$ cat src/rtl/fetch_pkg.sv
// Shared types and default constants for the instruction-fetch front end.
package fetch_pkg;

  localparam int unsigned DefAddrWidth = 32;
  localparam int unsigned DefDataWidth = 32;
  localparam int unsigned DefStride    = 4;
  localparam int unsigned DefFifoDepth = 4;

  typedef enum logic {
    RUN  = 1'b0,
    DROP = 1'b1
  } fetch_state_e;

  typedef struct packed {
    logic [DefAddrWidth-1:0] pc;
    logic [DefDataWidth-1:0] data;
  } fetch_entry_t;

endpackage

$ cat src/rtl/fetch_fifo.sv
// Show-ahead prefetch buffer: head entry is visible the cycle after it is pushed.
// Flush has priority over push and pop; pop on empty is ignored.
module fetch_fifo #(
  parameter int unsigned DEPTH = 4,
  parameter int unsigned WIDTH = 64
) (
  input  logic                     clk,
  input  logic                     resetn,
  input  logic                     i_push,
  input  logic [WIDTH-1:0]         i_wdata,
  input  logic                     i_pop,
  input  logic                     i_flush,
  output logic [WIDTH-1:0]         o_head,
  output logic                     o_valid,
  output logic [$clog2(DEPTH):0]   o_count
);

  localparam int unsigned PtrW = $clog2(DEPTH);
  localparam logic [PtrW:0] CntFull = (PtrW + 1)'(DEPTH);

  logic [WIDTH-1:0] r_mem [DEPTH];
  logic [PtrW-1:0]  r_rd_ptr;
  logic [PtrW-1:0]  r_wr_ptr;
  logic [PtrW:0]    r_count;
  logic             w_push;
  logic             w_pop;

  assign w_pop  = i_pop && (r_count != '0);
  assign w_push = i_push && ((r_count != CntFull) || w_pop);

  always_ff @(posedge clk) begin
    if (!resetn || i_flush) begin
      r_rd_ptr <= '0;
      r_wr_ptr <= '0;
      r_count  <= '0;
    end else begin
      if (w_push) r_wr_ptr <= r_wr_ptr + 1'b1;
      if (w_pop)  r_rd_ptr <= r_rd_ptr + 1'b1;
      if (w_push && !w_pop)      r_count <= r_count + 1'b1;
      else if (!w_push && w_pop) r_count <= r_count - 1'b1;
    end
  end

  always_ff @(posedge clk) begin
    if (w_push && !i_flush) r_mem[r_wr_ptr] <= i_wdata;
  end

  assign o_head  = r_mem[r_rd_ptr];
  assign o_valid = (r_count != '0);
  assign o_count = r_count;

endmodule

$ cat src/rtl/fetch_unit.sv
// Instruction-fetch front end: sequential PC generation, single-outstanding memory
// requests, prefetch FIFO and redirect/flush. FETCH_PERF_CNT_EN adds stall_cycles.
module fetch_unit
  import fetch_pkg::*;
#(
  parameter int unsigned           ADDR_WIDTH   = DefAddrWidth,
  parameter int unsigned           DATA_WIDTH   = DefDataWidth,
  parameter logic [ADDR_WIDTH-1:0] RESET_VECTOR = '0,
  parameter int unsigned           STRIDE       = DefStride,
  parameter int unsigned           FIFO_DEPTH   = DefFifoDepth
) (
  input  logic                  clk,
  input  logic                  resetn,
  output logic [ADDR_WIDTH-1:0] address,
  output logic                  mem_req,
  input  logic                  mem_ready,
  input  logic [DATA_WIDTH-1:0] data_in,
  output logic                  we,
  output logic [DATA_WIDTH-1:0] data_out,
  output logic                  instr_valid,
  output logic [DATA_WIDTH-1:0] instr_data,
  output logic [ADDR_WIDTH-1:0] instr_pc,
  input  logic                  instr_ready,
  input  logic                  redirect_valid,
  input  logic [ADDR_WIDTH-1:0] redirect_pc
`ifdef FETCH_PERF_CNT_EN
  ,
  output logic [31:0]           stall_cycles
`endif
);

  typedef struct packed {
    logic [ADDR_WIDTH-1:0] pc;
    logic [DATA_WIDTH-1:0] data;
  } entry_t;

  localparam int unsigned           CntW    = $clog2(FIFO_DEPTH) + 1;
  localparam logic [CntW-1:0]       CntFull = CntW'(FIFO_DEPTH);
  localparam logic [ADDR_WIDTH-1:0] Stride  = ADDR_WIDTH'(STRIDE);

  fetch_state_e          r_state;
  logic [ADDR_WIDTH-1:0] r_addr;
  logic [ADDR_WIDTH-1:0] r_pend_pc;
  logic                  r_mem_req;
  logic                  w_xfer;
  logic                  w_push;
  logic                  w_pop;
  logic [CntW-1:0]       w_count;
  logic [CntW-1:0]       w_count_nxt;
  entry_t                w_wr_entry;
  entry_t                w_head;

  assign w_xfer = r_mem_req && mem_ready;
  assign w_push = w_xfer && (r_state == RUN) && !redirect_valid;
  assign w_pop  = instr_valid && instr_ready && !redirect_valid;

  assign w_wr_entry.pc   = r_addr;
  assign w_wr_entry.data = data_in;

  fetch_fifo #(
    .DEPTH (FIFO_DEPTH),
    .WIDTH ($bits(entry_t))
  ) u_fifo (
    .clk     (clk),
    .resetn  (resetn),
    .i_push  (w_push),
    .i_wdata (w_wr_entry),
    .i_pop   (w_pop),
    .i_flush (redirect_valid),
    .o_head  (w_head),
    .o_valid (instr_valid),
    .o_count (w_count)
  );

  // Occupancy after this cycle; issue decisions count the request about to be made.
  always_comb begin
    w_count_nxt = w_count;
    if (redirect_valid)        w_count_nxt = '0;
    else if (w_push && !w_pop) w_count_nxt = w_count + 1'b1;
    else if (!w_push && w_pop) w_count_nxt = w_count - 1'b1;
  end

  always_ff @(posedge clk) begin
    if (!resetn) begin
      r_state   <= RUN;
      r_addr    <= RESET_VECTOR;
      r_pend_pc <= RESET_VECTOR;
      r_mem_req <= 1'b0;
    end else begin
      unique case (r_state)
        RUN: begin
          if (r_mem_req && !mem_ready) begin
            // Request must stay stable; a redirect waits for its response in DROP.
            if (redirect_valid) begin
              r_state   <= DROP;
              r_pend_pc <= redirect_pc;
            end
          end else begin
            if (redirect_valid) r_addr <= redirect_pc;
            else if (w_xfer)    r_addr <= r_addr + Stride;
            r_mem_req <= (w_count_nxt < CntFull);
          end
        end
        DROP: begin
          if (mem_ready) begin
            r_state   <= RUN;
            r_addr    <= redirect_valid ? redirect_pc : r_pend_pc;
            r_mem_req <= (w_count_nxt < CntFull);
          end else if (redirect_valid) begin
            r_pend_pc <= redirect_pc;
          end
        end
      endcase
    end
  end

  assign address    = r_addr;
  assign mem_req    = r_mem_req;
  assign we         = 1'b0;
  assign data_out   = '0;
  assign instr_data = w_head.data;
  assign instr_pc   = w_head.pc;

`ifdef FETCH_PERF_CNT_EN
  logic [31:0] r_stall_cycles;

  always_ff @(posedge clk) begin
    if (!resetn) begin
      r_stall_cycles <= '0;
    end else if (!instr_valid && (r_stall_cycles != '1)) begin
      r_stall_cycles <= r_stall_cycles + 1'b1;
    end
  end

  assign stall_cycles = r_stall_cycles;
`endif

endmodule

$ cat config.mk
export PLATFORM = sky130hd
export DESIGN_NAME = fetch_unit
export DESIGN_NICKNAME = d
export VERILOG_FILES = /design/src/rtl/fetch_pkg.sv /design/src/rtl/fetch_fifo.sv /design/src/rtl/fetch_unit.sv
export SDC_FILE = /design/constraint.sdc
export NUM_CORES = 1
export LEC_CHECK = 0
export CORE_MARGIN = 10
export CORE_UTILIZATION = 59
export DETAILED_ROUTE_END_ITERATION = 8
export PLACE_DENSITY = 0.95
export SLEW_MARGIN = 30
export SYNTH_ARGS = -nofsm -noshare
export SYNTH_HDL_FRONTEND = slang
export SYNTH_HIERARCHICAL = 1
export SYNTH_SLANG_ARGS = --single-unit
$ cat constraint.sdc
create_clock -name clk -period 20.3 [get_ports clk]
set_input_delay 2.03 -clock clk [delete_from_list [all_inputs] [get_ports clk]]
set_output_delay 2.03 -clock clk [all_outputs]
set_load 0.03 [all_outputs]
# After elaboration in Yosys (flattened, before gate mapping)

Memory sizes are Yosys's and may differ from the RTL's. A register that Yosys moved wholly into a read port is not among the register bits.
Cells that the tools add are included.

Flip-flop bits (word level): 73
Memory bits (writable): 256
Bits of input ports: 69
Output and inout port bits: 131
Word-level logic and storage cells: 73
Memories kept: 1

Memory list:

| name         | depth | bits a word | rd ports | clocked after memory_dff | write ports | RTL line         | text |
|---|---|---|---|---|---|---|---|
| u_fifo.r_mem | 4     | 64          | 1        | 1                        | 1           | fetch_fifo.sv:21 | `logic [WIDTH-1:0] r_mem [DEPTH];` |

Add/subtract/negate cells: 5
Magnitude comparators: 1
Equality and inequality tests: 6
Mux-type cells: 25
Bitwise gates (word level): 1
Reduce and logical (&&, ||, !) cells: 27

Operator list:

| kind                    | number |
|---|---|
| $mux W32                | 7 |
| $pmux W32 S2            | 2 |
| $add A32 B3 Y32 const B | 1 |
| $mux W3                 | 5 |
| $logic_and A1 B1 Y1     | 13 |
| $logic_not A1 Y1        | 7 |
| $mux W1                 | 7 |
| $ne A2 B2 Y1 const B    | 3 |
| $ne A3 B3 Y1 const B    | 2 |
| $add A2 B1 Y2 const B   | 2 |
| $mux W2                 | 2 |
| $pmux W1 S2             | 2 |
| $reduce_and A2 Y1       | 2 |
| $add A3 B1 Y3 const B   | 1 |
| $lt A3 B3 Y1 const B    | 1 |
| $reduce_and A3 Y1       | 1 |
| $reduce_bool A3 Y1      | 1 |
| $sub A3 B1 Y3 const B   | 1 |
| $logic_or A1 B1 Y1      | 2 |
| $ne A2 B1 Y1 const B    | 1 |
| $reduce_bool A2 Y1      | 1 |
| $not A1 Y1              | 1 |

# Logic depth before layout (Yosys ltp)

Depth in word-level cells: 11
Depth in mapped cells: 14
Mapped depth without buffers: 12

# Modules after synthesis

The synthesis kept the hierarchy.

By module, submodules not included:

| module     | times used | cells an instance | area each (sq um) |
|---|---|---|---|
| fetch_fifo | 1          | 385               | 9793.1 |
| fetch_unit | 1          | 532               | 4046.4 |

# Worst setup path before layout

Ideal clock, no wire load.

Path type: input to register
From: in redirect_valid
To: mem u_fifo.r_mem[0][0], enable pin
Setup time: 578 ps
Arrival: 7799 ps
Data required time: 19722 ps
Path slack: 11924 ps
Cell stages on the path: 8
Buffers on the path: 4
Path through: buf_2 buf_2 buf_2 buf_2 nor2_1 or4b_4 nand2_2 nor3b_1

Word-level cells in the longest chain between the ends: 8
Elaborated cells on any way between the ends: 9

Ends and longest elaborated chain:

| element                       | RTL line         | text |
|---|---|---|
| start, declared               | fetch_unit.sv:24 | `input logic redirect_valid,` |
| $logic_not A1 Y1              | fetch_unit.sv:55 | `assign w_pop = instr_valid && instr_ready && !redirect_valid;` |
| $logic_and A1 B1 Y1           | fetch_unit.sv:55 |  |
| net w_pop                     | fetch_unit.sv:47 | `logic w_pop;` |
| $logic_and A1 B1 Y1           | fetch_fifo.sv:28 | `assign w_pop = i_pop && (r_count != '0);` |
| $logic_or A1 B1 Y1            | fetch_fifo.sv:29 | `assign w_push = i_push && ((r_count != CntFull) \|\| w_pop);` |
| $logic_and A1 B1 Y1           | fetch_fifo.sv:29 |  |
| $logic_and A1 B1 Y1           | fetch_fifo.sv:45 | `if (w_push && !i_flush) r_mem[r_wr_ptr] <= i_wdata;` |
| $mux W1                       | fetch_fifo.sv:45 |  |
| $mux W1 (not written as such) | fetch_fifo.sv:45 |  |
| end, declared                 | fetch_fifo.sv:21 |  |

The timed path passes the listed nets, and every way through them passes these cells.

==> flow_summary.toml <==
[outcome]
outcome = "finished clean"

[placement]
place_ws_ns = 15.22
numPortBuffers = 166
dp_hpwl_um = 21620
finalWeightedCongestion = 0.8639
dpl_cell_area_um2 = 15480

[logic_synthesis]
synth_edf_count = 256
synth_cells = 917
synth-seq-cells = 331
netlist_area_um2 = 13840
async_flop_share_pct = 0
ys_types = 74
avgSynthCellArea_um2 = 15.09
yosysSeqAreaShare_pct = 66.40
yosys_most_used_dff = "edfxtp_1"
synth_area_leaders = "edfxtp_1 56%, dfxtp_1 11%, mux4_2 9.8%, nand2_1 3.2%, buf_4 2.1%"
synth_top_area_share_pct = 55.55
synth_top_area_cell = "edfxtp_1"
synth_warnings = 6

[clock_tree]
clock-root-buffer = "clkbuf_16"
clock-sinks = 331
cts_setup_buffers = 0
cts_buffer_depth = 3
hold_buffers = 0
cts_tree = "done"
cts_buffers = 34
insertion_delay_ns = 0.50
cts_max_level = 2
clk_pin_slew_ns = 0.06
cts_resized = 0

[sta]
relSlewSlack_pct = 32.68
fin_skew_ns = 0.01208
drv_slew = 0
rsz0062_at_grt = "false"
max_slew.worst_pin.slew_ns = 1.010
setup_slack_ns = 15.23
fmax_mhz = 197.3
finalHoldViolations = 0
fin_tns_setup_ns = 0
fin_crit_ns = 5.069
period_share_pct = 24.97
setup_viol = 0

[routing]
via_per_inst = 6.241
drc_errors = 0
ant_nets = 0
dr.pass1.iters = 6
vias = 8812
wl_per_cell_um = 24.70
drtIter0Drc = 1313
routed_wl_um = 34880

[pwr]
seqPwrFrac_pct = 50.5
p_int_mw = 1.172
cellPowerDensity_nw_per_um2 = 90.69
power_switching_mw = 0.3371
ir_drop_mv = 0.06111
pwr-share-comb_pct = 7.0
p_sw_share_pct = 22.34
p_clk_share_pct = 42.5
p_leak_nw = 5.440

[grt]
grt_max_degree = 68
grt_antenna_before_repair = 0
grt_pass1_vias = 8665
grt_pass1_wl_um = 53310
grt_overflow = 0
grtUsageTotal_pct = 22.58

[job]
cap_violations = 0

[setup_path]
rr_worst_depth = 5
r2r_slack_ns = 17.30
reg2reg_from = "r_state"
crit_fanout = 50
worstSetupStartpointType = "register"
crit_path_end_kind = "output pin"
crit_required_ns = 18.27
crit_type = "register to output pin"
timing.rr.end = "u_fifo/r_mem[0][7]"
cp.arrival_ns = 3.04

[finish]
nets = 1150
syn_to_final_growth_pct = 20.22
design_area_um2 = 16640
diodes = 0
final.fill_count = 1385
drive_gt1_share_pct = 13.56

[worst_hold_path]
hp-start = "r_pend_pc[23]"
worstHoldEndpoint = "r_pend_pc[23]"
hold_class = "register to register"
hold_path_depth = 2

[floorplanning]
dieArea_um2 = 29980
dieWidth_um = 173.2
coreArea_um2 = 22850
start_util_pct = 60.58
die_y_um = 173.2
ios = 200
rows = 55
==> Yosys cell counts, types with 8 or more instances <==
cell type and number:
a21boi_0 33, a21oi_1 23, a31oi_1 12, and3_1 8, buf_2 19, buf_4 38
clkbuf_1 17, dfxtp_1 75, edfxtp_1 256, mux4_2 60, nand2_1 117, nand3_1 17
nand4_1 8, nor2_1 30, o21ai_0 40
==> metal layers <==
| layer | wire (µm) | GRT usage, % | up-vias | share of wire (%) |
|---|---|---|---|---|
| met4 | 1166 | 7.330 | 0 | 3.3 |
| met3 | 3274 | 4.770 | 99 | 9.4 |
| met5 | 0 | 0 | - | 0 |
| met1 | 13130 | 29.33 | 4277 | 38 |
| li1 | - | - | 3805 | - |
| met2 | 17310 | 37.32 | 631 | 50 |
==> metrics by stage <==
stage                     util [%]  instances  hold slack (ns)  total power [mW]
after floorplan                  -        949           0.4352            0.8343
after global placement       67.75       1351           0.4409            0.8747
after detailed placement     67.76       1351           0.4492            0.8789
after CTS                    72.80       1412           0.4574             1.516
after global routing         72.82       1412           0.4735             1.550
final                        72.82       1412           0.4548             1.509
==> kinds of logic (layout without fill, tap and decap cells) <==
logic type | Yosys count | after routing | synth area share (%)
AND/OR/NAND/NOR | 237 | 237 | 8.390
AO/OA/AOI/OAI | 174 | 174 | 8.499
other | 1 | 33 | 0.02710
multiplexers | 69 | 69 | 10.92
adder cells (fa/ha/maj) | 7 | 7 | 0.6871
XOR/XNOR | 5 | 5 | 0.3164
flip-flops | 331 | 331 | 66.40
buffers and inverters | 93 | 243 | 4.764
==> power by group through the flow <==
stage               sequential [mW]  clock (mW)  combinational [mW]
floorplan                     0.779           0              0.0555
global placement              0.773           0               0.102
detailed placement            0.775           0               0.104
CTS                           0.761       0.651               0.105
global route                  0.763       0.675               0.112
finish                        0.762       0.641               0.106
==> critical path, stage by stage, from the launching register on <==
cell and delay [ns]:
dfxtp_4 0.54, buf_6 0.61, mux4_1 0.70, clkdlybuf4s50_1 0.65
==> worst max path at each step <==
| stage | from | to | slack [ns] | depth (start not counted) |
|---|---|---|---|---|
| after global routing | register | instr_pc[18] | 15.04 | 3 |
| after floorplan | redirect_valid | u_fifo/r_mem[0][0] | 11.92 | 8 |
| after global placement | redirect_valid | u_fifo/r_mem[0][9] | 15.35 | 7 |
| after detailed placement | redirect_valid | u_fifo/r_mem[1][9] | 15.22 | 7 |
| final | register | instr_pc[18] | 15.23 | 3 |
| after CTS | register | instr_pc[18] | 14.91 | 3 |
==> placed cells by master, fill, tap and decap left out, drive strengths merged, types with 5 or more instances in the layout <==
cell,instances
a21boi,38
a21o,5
a21oi,23
a22oi,5
a31oi,12
and2,9
and3,11
buf,11
bufinv,5
clkbuf,41
clkdlybuf4s50,165
clkinv,11
conb,33
dfxtp,75
edfxtp,256
ha,6
inv,8
mux4,64
nand2,119
nand2b,5
nand3,18
nand4,8
nor2,31
nor2b,6
nor3b,6
nor4,6
o211ai,7
o21ai,40
o22ai,6
o311ai,5
==> state kept, by name, summed over array words and instances (netlist names), named ones only <==
| name | cells |
|---|---|
| u_fifo/r_rd_ptr | 2 |
| u_fifo/o_count | 3 |
| r_pend_pc | 32 |
| r_state | 1 |
| address | 32 |
| u_fifo/r_wr_ptr | 2 |
| u_fifo/r_mem | 256 |
| mem_req | 1 |
==> area by class of cell <==
type / instances / area (µm²) / share of cell area [%]
clock buffers: 41 / 918.4 / 5.520
repair buffers: 176 / 1735 / 10.43
inverters: 6 / 22.52 / 0.1354
well taps: 313 / 391.6 / 2.354
flip-flops and latches: 331 / 9196 / 55.28
multi-input cells: 525 / 4139 / 24.88
clock inverters: 20 / 234.0 / 1.406
Power figures use the tool's default switching activity.
